File: src/rtl/seq_pkg.sv
// Shared types and helpers for the ALU -> UART sequencer.
// Byte count follows SEQ_HEX_ASCII_EN (3 ASCII bytes when defined, 1 raw byte otherwise).
package seq_pkg;

  typedef enum logic [2:0] {
    IDLE    = 3'd0,
    LOAD_A  = 3'd1,
    LOAD_B  = 3'd2,
    COMPUTE = 3'd3,
    TX_REQ  = 3'd4,
    TX_ACK  = 3'd5,
    TX_WAIT = 3'd6,
    DONE    = 3'd7
  } state_t;

  localparam logic [7:0] CR = 8'h0D;

`ifdef SEQ_HEX_ASCII_EN
  localparam int N_BYTES = 3;
  localparam int IDX_W   = 2;
`else
  localparam int N_BYTES = 1;
  localparam int IDX_W   = 1;
`endif

  function automatic logic is_onehot4(input logic [3:0] v);
    return (v != 4'd0) && ((v & (v - 4'd1)) == 4'd0);
  endfunction

  // Uppercase hex digit: 0-9 -> '0'-'9', A-F -> 'A'-'F'.
  function automatic logic [7:0] nib2ascii(input logic [3:0] n);
    return (n < 4'd10) ? (8'h30 + {4'h0, n}) : (8'h37 + {4'h0, n});
  endfunction

endpackage

File: src/rtl/seq_tx_handshake.sv
// UART enable/busy handshake for one byte at a time, with a timeout on the
// busy acknowledge. ack_done and timeout are single-cycle decodes.
//
// state   | meaning
// TX_REQ  | ready; sends tx_byte once go=1 and the UART is not busy
// TX_ACK  | request issued, waiting for uartbusy to rise (timed)
// TX_WAIT | UART accepted the byte, waiting for uartbusy to fall
module seq_tx_handshake
  import seq_pkg::*;
#(
  parameter int BUSY_TIMEOUT = 1024
) (
  input  logic       clk,
  input  logic       reset_n,
  input  logic       go,
  input  logic [7:0] tx_byte,
  input  logic       uartbusy,
  output logic       uart_tx_en,
  output logic [7:0] uart_tx_data,
  output logic       ack_done,
  output logic       timeout
);

  localparam int TMR_W = (BUSY_TIMEOUT > 1) ? $clog2(BUSY_TIMEOUT) : 1;

  state_t            phase, phase_nxt;
  logic [TMR_W-1:0]  tmr;
  logic              send;

  always_ff @(posedge clk) begin
    if (!reset_n) phase <= TX_REQ;
    else          phase <= phase_nxt;
  end

  always_comb begin
    phase_nxt = phase;
    case (phase)
      TX_REQ:  if (send)                phase_nxt = TX_ACK;
      TX_ACK:  if (uartbusy)            phase_nxt = TX_WAIT;
               else if (tmr == '0)      phase_nxt = TX_REQ;
      TX_WAIT: if (!uartbusy)           phase_nxt = TX_REQ;
      default:                          phase_nxt = TX_REQ;
    endcase
  end

  always_comb begin
    send     = (phase == TX_REQ) && go && !uartbusy;
    ack_done = (phase == TX_WAIT) && !uartbusy;
    timeout  = (phase == TX_ACK) && !uartbusy && (tmr == '0);
  end

  // Timer reloads on every request so each byte gets the full window.
  always_ff @(posedge clk) begin
    if (!reset_n) begin
      uart_tx_en   <= 1'b0;
      uart_tx_data <= 8'h00;
      tmr          <= '0;
    end else begin
      uart_tx_en <= send;
      if (send) begin
        uart_tx_data <= tx_byte;
        tmr          <= TMR_W'(BUSY_TIMEOUT - 1);
      end else if (phase == TX_ACK && tmr != '0) begin
        tmr <= tmr - TMR_W'(1);
      end
    end
  end

endmodule

File: src/rtl/alu_uart_sequencer.sv
// Single-shot latch -> ALU -> UART sequencer replacing push-button strobes.
// Build option SEQ_HEX_ASCII_EN: send result as two ASCII hex digits plus CR.
//
// state   | meaning
// IDLE    | waiting for start; operands captured and validated on start
// LOAD_A  | present operand A, strobe save_a_n
// LOAD_B  | present operand B, strobe save_b_n
// COMPUTE | wait ALU_LAT cycles, then capture alu_result
// TX_REQ  | bytes handed to seq_tx_handshake (it walks REQ/ACK/WAIT)
// DONE    | one-cycle completion
module alu_uart_sequencer
  import seq_pkg::*;
#(
  parameter int DATA_W       = 4,
  parameter int ALU_LAT      = 2,
  parameter int BUSY_TIMEOUT = 1024
) (
  input  logic              clk,
  input  logic              reset_n,
  input  logic              start,
  input  logic [DATA_W-1:0] op_a,
  input  logic [DATA_W-1:0] op_b,
  input  logic [3:0]        op_sel,
  input  logic [7:0]        alu_result,
  input  logic              uartbusy,
  output logic [DATA_W-1:0] data_bus,
  output logic              save_a_n,
  output logic              save_b_n,
  output logic [3:0]        ena,
  output logic              uart_tx_en,
  output logic [7:0]        uart_tx_data,
  output logic              seq_busy,
  output logic              done,
  output logic              err
);

  localparam int LAT_W = (ALU_LAT > 1) ? $clog2(ALU_LAT) : 1;

  state_t            state, state_nxt;
  logic [DATA_W-1:0] a_q, b_q;
  logic [3:0]        op_q;
  logic [7:0]        res_q;
  logic [LAT_W-1:0]  lat_cnt;
  logic [IDX_W-1:0]  byte_idx;
  logic [7:0]        tx_byte;
  logic              last_byte, tx_go, hs_ack_done, hs_timeout;

  logic [DATA_W-1:0] data_bus_d;
  logic              save_a_n_d, save_b_n_d, seq_busy_d, done_d;
  logic [3:0]        ena_d;

  always_ff @(posedge clk) begin
    if (!reset_n) state <= IDLE;
    else          state <= state_nxt;
  end

  always_comb begin
    state_nxt = state;
    case (state)
      IDLE:    if (start && is_onehot4(op_sel)) state_nxt = LOAD_A;
      LOAD_A:  state_nxt = LOAD_B;
      LOAD_B:  state_nxt = COMPUTE;
      COMPUTE: if (lat_cnt == '0) state_nxt = TX_REQ;
      TX_REQ:  if (hs_timeout)                    state_nxt = IDLE;
               else if (hs_ack_done && last_byte) state_nxt = DONE;
      DONE:    state_nxt = IDLE;
      default: state_nxt = IDLE;
    endcase
  end

  // Strobes follow the state by one register stage; busy/done track it exactly.
  always_comb begin
    data_bus_d = data_bus;
    save_a_n_d = 1'b1;
    save_b_n_d = 1'b1;
    ena_d      = (state == IDLE) ? 4'h0 : op_q;
    case (state)
      LOAD_A: begin
        data_bus_d = a_q;
        save_a_n_d = 1'b0;
      end
      LOAD_B: begin
        data_bus_d = b_q;
        save_b_n_d = 1'b0;
      end
      default: ;
    endcase
    seq_busy_d = (state_nxt != IDLE);
    done_d     = (state_nxt == DONE);
  end

`ifdef SEQ_HEX_ASCII_EN
  always_comb begin
    case (byte_idx)
      2'd0:    tx_byte = nib2ascii(res_q[7:4]);
      2'd1:    tx_byte = nib2ascii(res_q[3:0]);
      default: tx_byte = CR;
    endcase
  end
`else
  assign tx_byte = res_q;
`endif

  assign last_byte = (byte_idx == IDX_W'(N_BYTES - 1));
  assign tx_go     = (state == TX_REQ);

  always_ff @(posedge clk) begin
    if (!reset_n) begin
      a_q      <= '0;
      b_q      <= '0;
      op_q     <= 4'h0;
      res_q    <= 8'h00;
      lat_cnt  <= '0;
      byte_idx <= '0;
      err      <= 1'b0;
    end else begin
      if (state == IDLE && start) begin
        a_q  <= op_a;
        b_q  <= op_b;
        op_q <= op_sel;
        err  <= !is_onehot4(op_sel);
      end else if (state == TX_REQ && hs_timeout) begin
        err <= 1'b1;
      end

      if (state == LOAD_B)
        lat_cnt <= LAT_W'(ALU_LAT - 1);
      else if (state == COMPUTE && lat_cnt != '0)
        lat_cnt <= lat_cnt - LAT_W'(1);

      if (state == COMPUTE && lat_cnt == '0) begin
        res_q    <= alu_result;
        byte_idx <= '0;
      end else if (state == TX_REQ && hs_ack_done) begin
        byte_idx <= byte_idx + IDX_W'(1);
      end
    end
  end

  always_ff @(posedge clk) begin
    if (!reset_n) begin
      data_bus <= '0;
      save_a_n <= 1'b1;
      save_b_n <= 1'b1;
      ena      <= 4'h0;
      seq_busy <= 1'b0;
      done     <= 1'b0;
    end else begin
      data_bus <= data_bus_d;
      save_a_n <= save_a_n_d;
      save_b_n <= save_b_n_d;
      ena      <= ena_d;
      seq_busy <= seq_busy_d;
      done     <= done_d;
    end
  end

  seq_tx_handshake #(
    .BUSY_TIMEOUT (BUSY_TIMEOUT)
  ) u_tx (
    .clk          (clk),
    .reset_n      (reset_n),
    .go           (tx_go),
    .tx_byte      (tx_byte),
    .uartbusy     (uartbusy),
    .uart_tx_en   (uart_tx_en),
    .uart_tx_data (uart_tx_data),
    .ack_done     (hs_ack_done),
    .timeout      (hs_timeout)
  );

endmodule

File: config.mk
export PLATFORM = sky130hd
export DESIGN_NAME = alu_uart_sequencer
export DESIGN_NICKNAME = d
export VERILOG_FILES = /design/src/rtl/seq_pkg.sv /design/src/rtl/seq_tx_handshake.sv /design/src/rtl/alu_uart_sequencer.sv
export SDC_FILE = /design/constraint.sdc
export NUM_CORES = 1
export LEC_CHECK = 0
export ABC_AREA = 1
export BUFFER_PORTS_ARGS = -buffer_cell sky130_fd_sc_hd__buf_4
export CAP_MARGIN = 20
export CORE_AREA = 2 2 76 63
export CTS_BUF_LIST = sky130_fd_sc_hd__clkbuf_4 sky130_fd_sc_hd__clkbuf_8
export DETAILED_ROUTE_END_ITERATION = 7
export DIE_AREA = 0 0 78 65
export MAX_ROUTING_LAYER = met4
export PLACE_DENSITY = 0.84
export SLEW_MARGIN = 15
export SYNTH_ARGS = -nofsm -noshare
export SYNTH_HDL_FRONTEND = slang
export SYNTH_SLANG_ARGS = --single-unit
File: constraint.sdc
create_clock -name clk -period 3.33 [get_ports clk]
set_clock_uncertainty 0.15 [all_clocks]
set_input_delay 0.999 -clock clk [delete_from_list [all_inputs] [get_ports clk]]
set_output_delay 0.999 -clock clk [all_outputs]
set_load 0.005 [all_outputs]
**Word-level counts from Yosys, hierarchy flattened**

Index checks and enable logic that the tools add are counted.
W data, S select, Z words.

- $add $sub $neg: 4
- Eq/ne operators: 11
- Multiplexer cells: 19
- Bitwise logic cells: 4
- Reductions and logical operators: 29

Operators with widths:

| operator | number |
|---|---|
| $mux W3 | 8 |
| $mux W10 | 2 |
| $eq A3 B3 Y1 const B | 5 |
| $pmux W3 S5 | 1 |
| $logic_and A1 B1 Y1 | 14 |
| $logic_not A10 Y1 | 1 |
| $reduce_bool A10 Y1 | 1 |
| $sub A10 B1 Y10 const B | 1 |
| $pmux W3 S3 | 1 |
| $pmux W4 S2 | 1 |
| $reduce_bool A2 Y1 | 4 |
| $eq A3 B2 Y1 const B | 2 |
| $mux W1 | 6 |
| $and A4 B4 Y4 | 1 |
| $logic_not A4 Y1 | 1 |
| $reduce_bool A4 Y1 | 1 |
| $reduce_or A2 Y1 | 2 |
| $sub A4 B1 Y4 const B | 1 |
| $eq A3 B1 Y1 const B | 1 |
| $logic_not A3 Y1 | 1 |
| $ne A3 B3 Y1 const B | 1 |
| $not A1 Y1 | 3 |
| $reduce_and A3 Y1 | 1 |
| $reduce_bool A3 Y1 | 1 |
| 5 further kinds | 6 |

- Register bits: 60
- Bits of input ports: 24
- Output and inout bits: 22
- Word-level logic and storage cells: 85

**Logic depth before layout (Yosys ltp)**

- Word-level depth: 8
- Mapped depth: 11
- Gate-level depth less buffers: 10

**Cells and area by module**

A second synthesis with hierarchy kept.

- Cell total of the unflattened synthesis: 336
- Area, all modules: 2504.9 um^2

Modules (own cells, without submodules):

| module | times used | cells each | area an instance (um^2) | seq. area each (um^2) |
|---|---|---|---|---|
| alu_uart_sequencer | 1 | 191 | 1490.2 | 760.7 |
| seq_tx_handshake | 1 | 145 | 1014.7 | 420.4 |

**Least setup slack after synthesis**

No wires, ideal clock.

- Kind: input to register
- Start: input op_sel[0]
- End: register seq_busy
- Library setup time: 0.122 ns
- Data arrival time: 1.642 ns
- Data required time: 3.058 ns
- Setup slack: 1.416 ns
- Cell stages on the path: 7
- Path through: or2_2 -> nand2_1 -> nand2_1 -> nand3_1 -> nand2_1 -> nand2_1 -> nand3_1

- Word-level cells in the longest chain between the ends: 8
- Elaborated cells on any way between the ends: 9
- Those cells by class: 1 x add/sub; 2 x mux; 1 x bitwise; 5 x reduce/logical

RTL lines:

| element | line | RTL |
|---|---|---|
| start: declaration | alu_uart_sequencer.sv:23 | `input logic [3:0] op_sel,` |
| $sub A4 B1 Y4 | seq_pkg.sv:27 | `return (v != 4'd0) && ((v & (v - 4'd1)) == 4'd0);` |
| $and A4 B4 Y4 | seq_pkg.sv:27 |  |
| $logic_not A4 Y1 | seq_pkg.sv:27 |  |
| $logic_and A1 B1 Y1 (*) | seq_pkg.sv:27 |  |
| $logic_and A1 B1 Y1 (*) | alu_uart_sequencer.sv:60 | `IDLE: if (start && is_onehot4(op_sel)) state_nxt = LOAD_A;` |
| $mux W3 (*) | alu_uart_sequencer.sv:60 |  |
| $pmux W3 S5 (*) | alu_uart_sequencer.sv:59 | `case (state)` |
| $reduce_bool A3 Y1 (*) | alu_uart_sequencer.sv:88 | `seq_busy_d = (state_nxt != IDLE);` |
| end signal: assignment | alu_uart_sequencer.sv:153 | `seq_busy <= seq_busy_d;` |
| end: declaration | alu_uart_sequencer.sv:32 | `output logic seq_busy,` |

Every way passes the cells marked *; elsewhere a longest branch is shown, timed or not.
A chain may end at the register's enable or synchronous reset.

**Worst setup path in the final report**

- Start: input uartbusy
- End: register u_tx.tmr[2]

- Word-level cells in the longest chain between the ends: 3
- Elaborated cells on any way between the ends: 4
- Those cells by class: 1 x mux; 3 x reduce/logical

RTL lines:

| element | line | RTL |
|---|---|---|
| start: declaration | alu_uart_sequencer.sv:25 | `input logic uartbusy,` |
| $logic_not A1 Y1 (*) | n/a |  |
| $logic_and A1 B1 Y1 (*) | seq_tx_handshake.sv:47 | `send = (phase == TX_REQ) && go && !uartbusy;` |
| $mux W10 / $reduce_bool A2 Y1 (equally long branches) | n/a |  |
| end signal: assignment | seq_tx_handshake.sv:62 | `tmr <= TMR_W'(BUSY_TIMEOUT - 1);` |
| end signal: assignment | seq_tx_handshake.sv:64 | `tmr <= tmr - TMR_W'(1);` |
| end: declaration | seq_tx_handshake.sv:27 | `logic [TMR_W-1:0] tmr;` |

Marks and branches as above.

==> impl_metrics.py <==
metrics = {
    "outcome": {
        "status": "complete, no violations",
    },
    "global_routing": {
        "grt_max_degree": 44,
        "grt_pass1_vias": 2090,
        "grt_overflow": 0,
        "grt_pass1_wl_um": 8901,
        "track_usage_pct": 23.06,
        "antenna_found_initial": 0,
    },
    "job": {
        "maxCapViolCount": 0,
    },
    "critical_path": {
        "cp-start-kind": "primary input",
        "required_ps": 3440,
        "path_class": "in2reg",
        "worstPathArrival_ps": 2070,
        "crit_fanout": 25,
        "critPathCaptureType": "register",
    },
    "clocking": {
        "clockRootBuffer": "clkbuf_8",
        "numCtsBuffers": 9,
        "cts_hold_buffers": 0,
        "tritoncts": "yes",
        "cts_max_level": 3,
        "clk_pin_slew_worst_paths_ps": 70,
        "clk_latency_ps": 340,
        "cts_sinks": 59,
        "ctsLongestPathBuffers": 2,
        "cts_resized": 0,
        "postCtsSetupRepairBufs": 0,
    },
    "yosys": {
        "synth_enable_flop_cells": 0,
        "netlist.area_leader.share_pct": 46.92,
        "synth_ff_type": "dfxtp_1",
        "synth_area_um2": 2517,
        "avgSynthCellArea_um2": 7.583,
        "yosys_warnings": 0,
        "syn_nets": 358,
        "synth.distinct_cells": 29,
        "async_flop_share_pct": 0,
        "yosysTopAreaCell": "dfxtp_1",
        "yosysSeqAreaShare_pct": 46.92,
        "synth_area_leaders": "dfxtp_1, nor2_1, o21ai_0",
        "ys_seq_elements": 59,
        "netlist_instances": 332,
    },
    "timing": {
        "final-setup-viol-count": 0,
        "worst_pin_slew_ps": 534.6,
        "min_period_ps": 1959,
        "fin_crit_sh_pct": 58.83,
        "relSlewSlack_pct": 64.32,
        "fmax_ghz": 0.5104,
        "hold_viol": 0,
        "hold_ws_ps": 292.1,
        "rsz0062_at_grt": "false",
        "slew_violations": 0,
        "final.setup.tns_ps": 0,
    },
    "die": {
        "core_um2": 4404,
        "die_y_um": 65,
        "die_w_um": 78,
        "dieArea_um2": 5070,
        "rows": 22,
        "start_util_pct": 57.16,
        "ios": 46,
    },
    "route": {
        "met2RoutedLength_um": 2461,
        "via_count": 2222,
        "drc": 0,
        "via_per_inst": 5.027,
        "dr.first_iter.drc_count": 142,
        "avgRoutedWirePerCell_um": 11.99,
        "drt-met1-wl_um": 2503,
        "met3_length_um": 298,
        "routed_wl_um": 5301,
        "ant_nets": 0,
        "dr.pass1.iters": 5,
        "route.top_layer_used": "met4",
    },
    "layout": {
        "multi_input_area_um2": 1094,
        "area_growth_pct": 19.93,
        "drive_gt1_share_pct": 21.47,
        "final_nets": 403,
        "layout.area.seq_um2": 1181,
        "insertedDiodeCount": 0,
        "final_cell_mix": "nor2_1, dfxtp_1, nand2_1, buf_4, o21ai_0",
        "final_common_cell": "nor2_1",
        "fill_cells": 382,
    },
    "place": {
        "hpwl_um": 3763,
        "gp_congestion": 0.8567,
        "port_buffers": 45,
    },
    "power_and_ir_drop": {
        "p_sw_share_pct": 25.71,
        "seqPwrFrac_pct": 50.6,
        "p_int_mw": 1.117,
        "peakVddDrop_mv": 0.3670,
        "switchingPower_mw": 0.3865,
        "p_per_area_nw_per_um2": 498.0,
        "combPwrFrac_pct": 10.8,
        "power_frac_clock_pct": 38.7,
        "power_leakage_nw": 1.420,
    },
    "hold_path": {
        "hp-class": "reg2reg",
    },
}
cell usage after synthesis (2+ instances only):
library cell and n:
clkbuf_1 4, xor2_1 2, buf_2 2, a21oi_1 22, dfxtp_1 59, or2_2 2
ha_1 2, inv_1 34, nand2_4 3, nand3_2 2, o21ai_0 42, a211oi_1 2
buf_6 4, nor2_4 2, nor2_1 61, o21ai_1 3, nand4_1 3, nand2_1 46
nand2_2 2, inv_2 5, nand3_1 22
per-layer routing:
layer,up-vias,track usage [%]
met4,0,6.798
met5,-,-
li1,1149,-
met1,998,27.00
met2,71,37.18
met3,4,8.914
state kept, by name, summed over array words and instances (netlist names), 2 cells and up:
register           count
a_q                    4
data_bus               4
b_q                    4
u_tx.tmr              10
u_tx.phase             2
op_q                   4
ena                    4
u_tx.uart_tx_data      8
state                  3
res_q                  8
metrics by stage:
stage | area [um2] | util (%) | std cells | setup slack (ps) | power [mW]
after detailed placement | 2840 | 64.49 | 426 | 1035 | 0.9363
final | 3019 | 68.55 | 442 | 1371 | 1.503
after global routing | 3019 | 68.55 | 442 | 1316 | 1.570
after floorplan | 2517 | - | 332 | 1416 | 0.8753
after CTS | 3019 | 68.55 | 442 | 1370 | 1.510
after global placement | 2840 | 64.49 | 426 | 1163 | 0.9310
layout make-up:
| cell class | count | area share (%) |
|---|---|---|
| multi-input combinational | 222 | 36.22 |
| clock buffer | 12 | 5.056 |
| tap | 60 | 2.487 |
| sequential | 59 | 39.12 |
| inverter | 40 | 5.056 |
| clock inverter | 4 | 0.8703 |
| timing repair buffer | 45 | 11.19 |
power groups by stage:
stage                     Combinational, mW  Clock [mW]  Sequential, mW
after floorplan                       0.102           0           0.773
after global placement                0.156           0           0.775
after detailed placement              0.161           0           0.775
after CTS                             0.162       0.588           0.760
after global routing                  0.183       0.624           0.763
final                                 0.162       0.581           0.760
critical path, stage by stage:
cell	delay (ps)
buf_4	110
inv_1	120
nand3_4	260
inv_2	270
o21ai_0	140
a21oi_1	160
worst paths after layout:
kind / start / end / slack [ps] / cells past startpoint
max: uartbusy / u_tx.tmr[2]$_SDFFE_PN0P_ / 1370 / 6
min: op_q[1]$_SDFFE_PN0P_ / ena[1]$_SDFF_PP0_ / 290 / 2
max reg2reg: u_tx.tmr[0]$_SDFFE_PN0P_ / u_tx.tmr[2]$_SDFFE_PN0P_ / 1500 / 9
min reg2reg: op_q[1]$_SDFFE_PN0P_ / ena[1]$_SDFF_PP0_ / 290 / 2
kinds of logic after synthesis:
| kind of cell | after synthesis | share of synthesized area, % |
|---|---|---|
| buffers and inverters | 51 | 9.642 |
| and+or+nand+nor | 147 | 27.24 |
| adders and majority gates | 2 | 0.9939 |
| AOI/OAI and AO/OA | 70 | 14.16 |
| xor gates and xnor gates | 3 | 1.044 |
| DFF | 59 | 46.92 |
No activity file was read; power rests on OpenSTA's default activity.
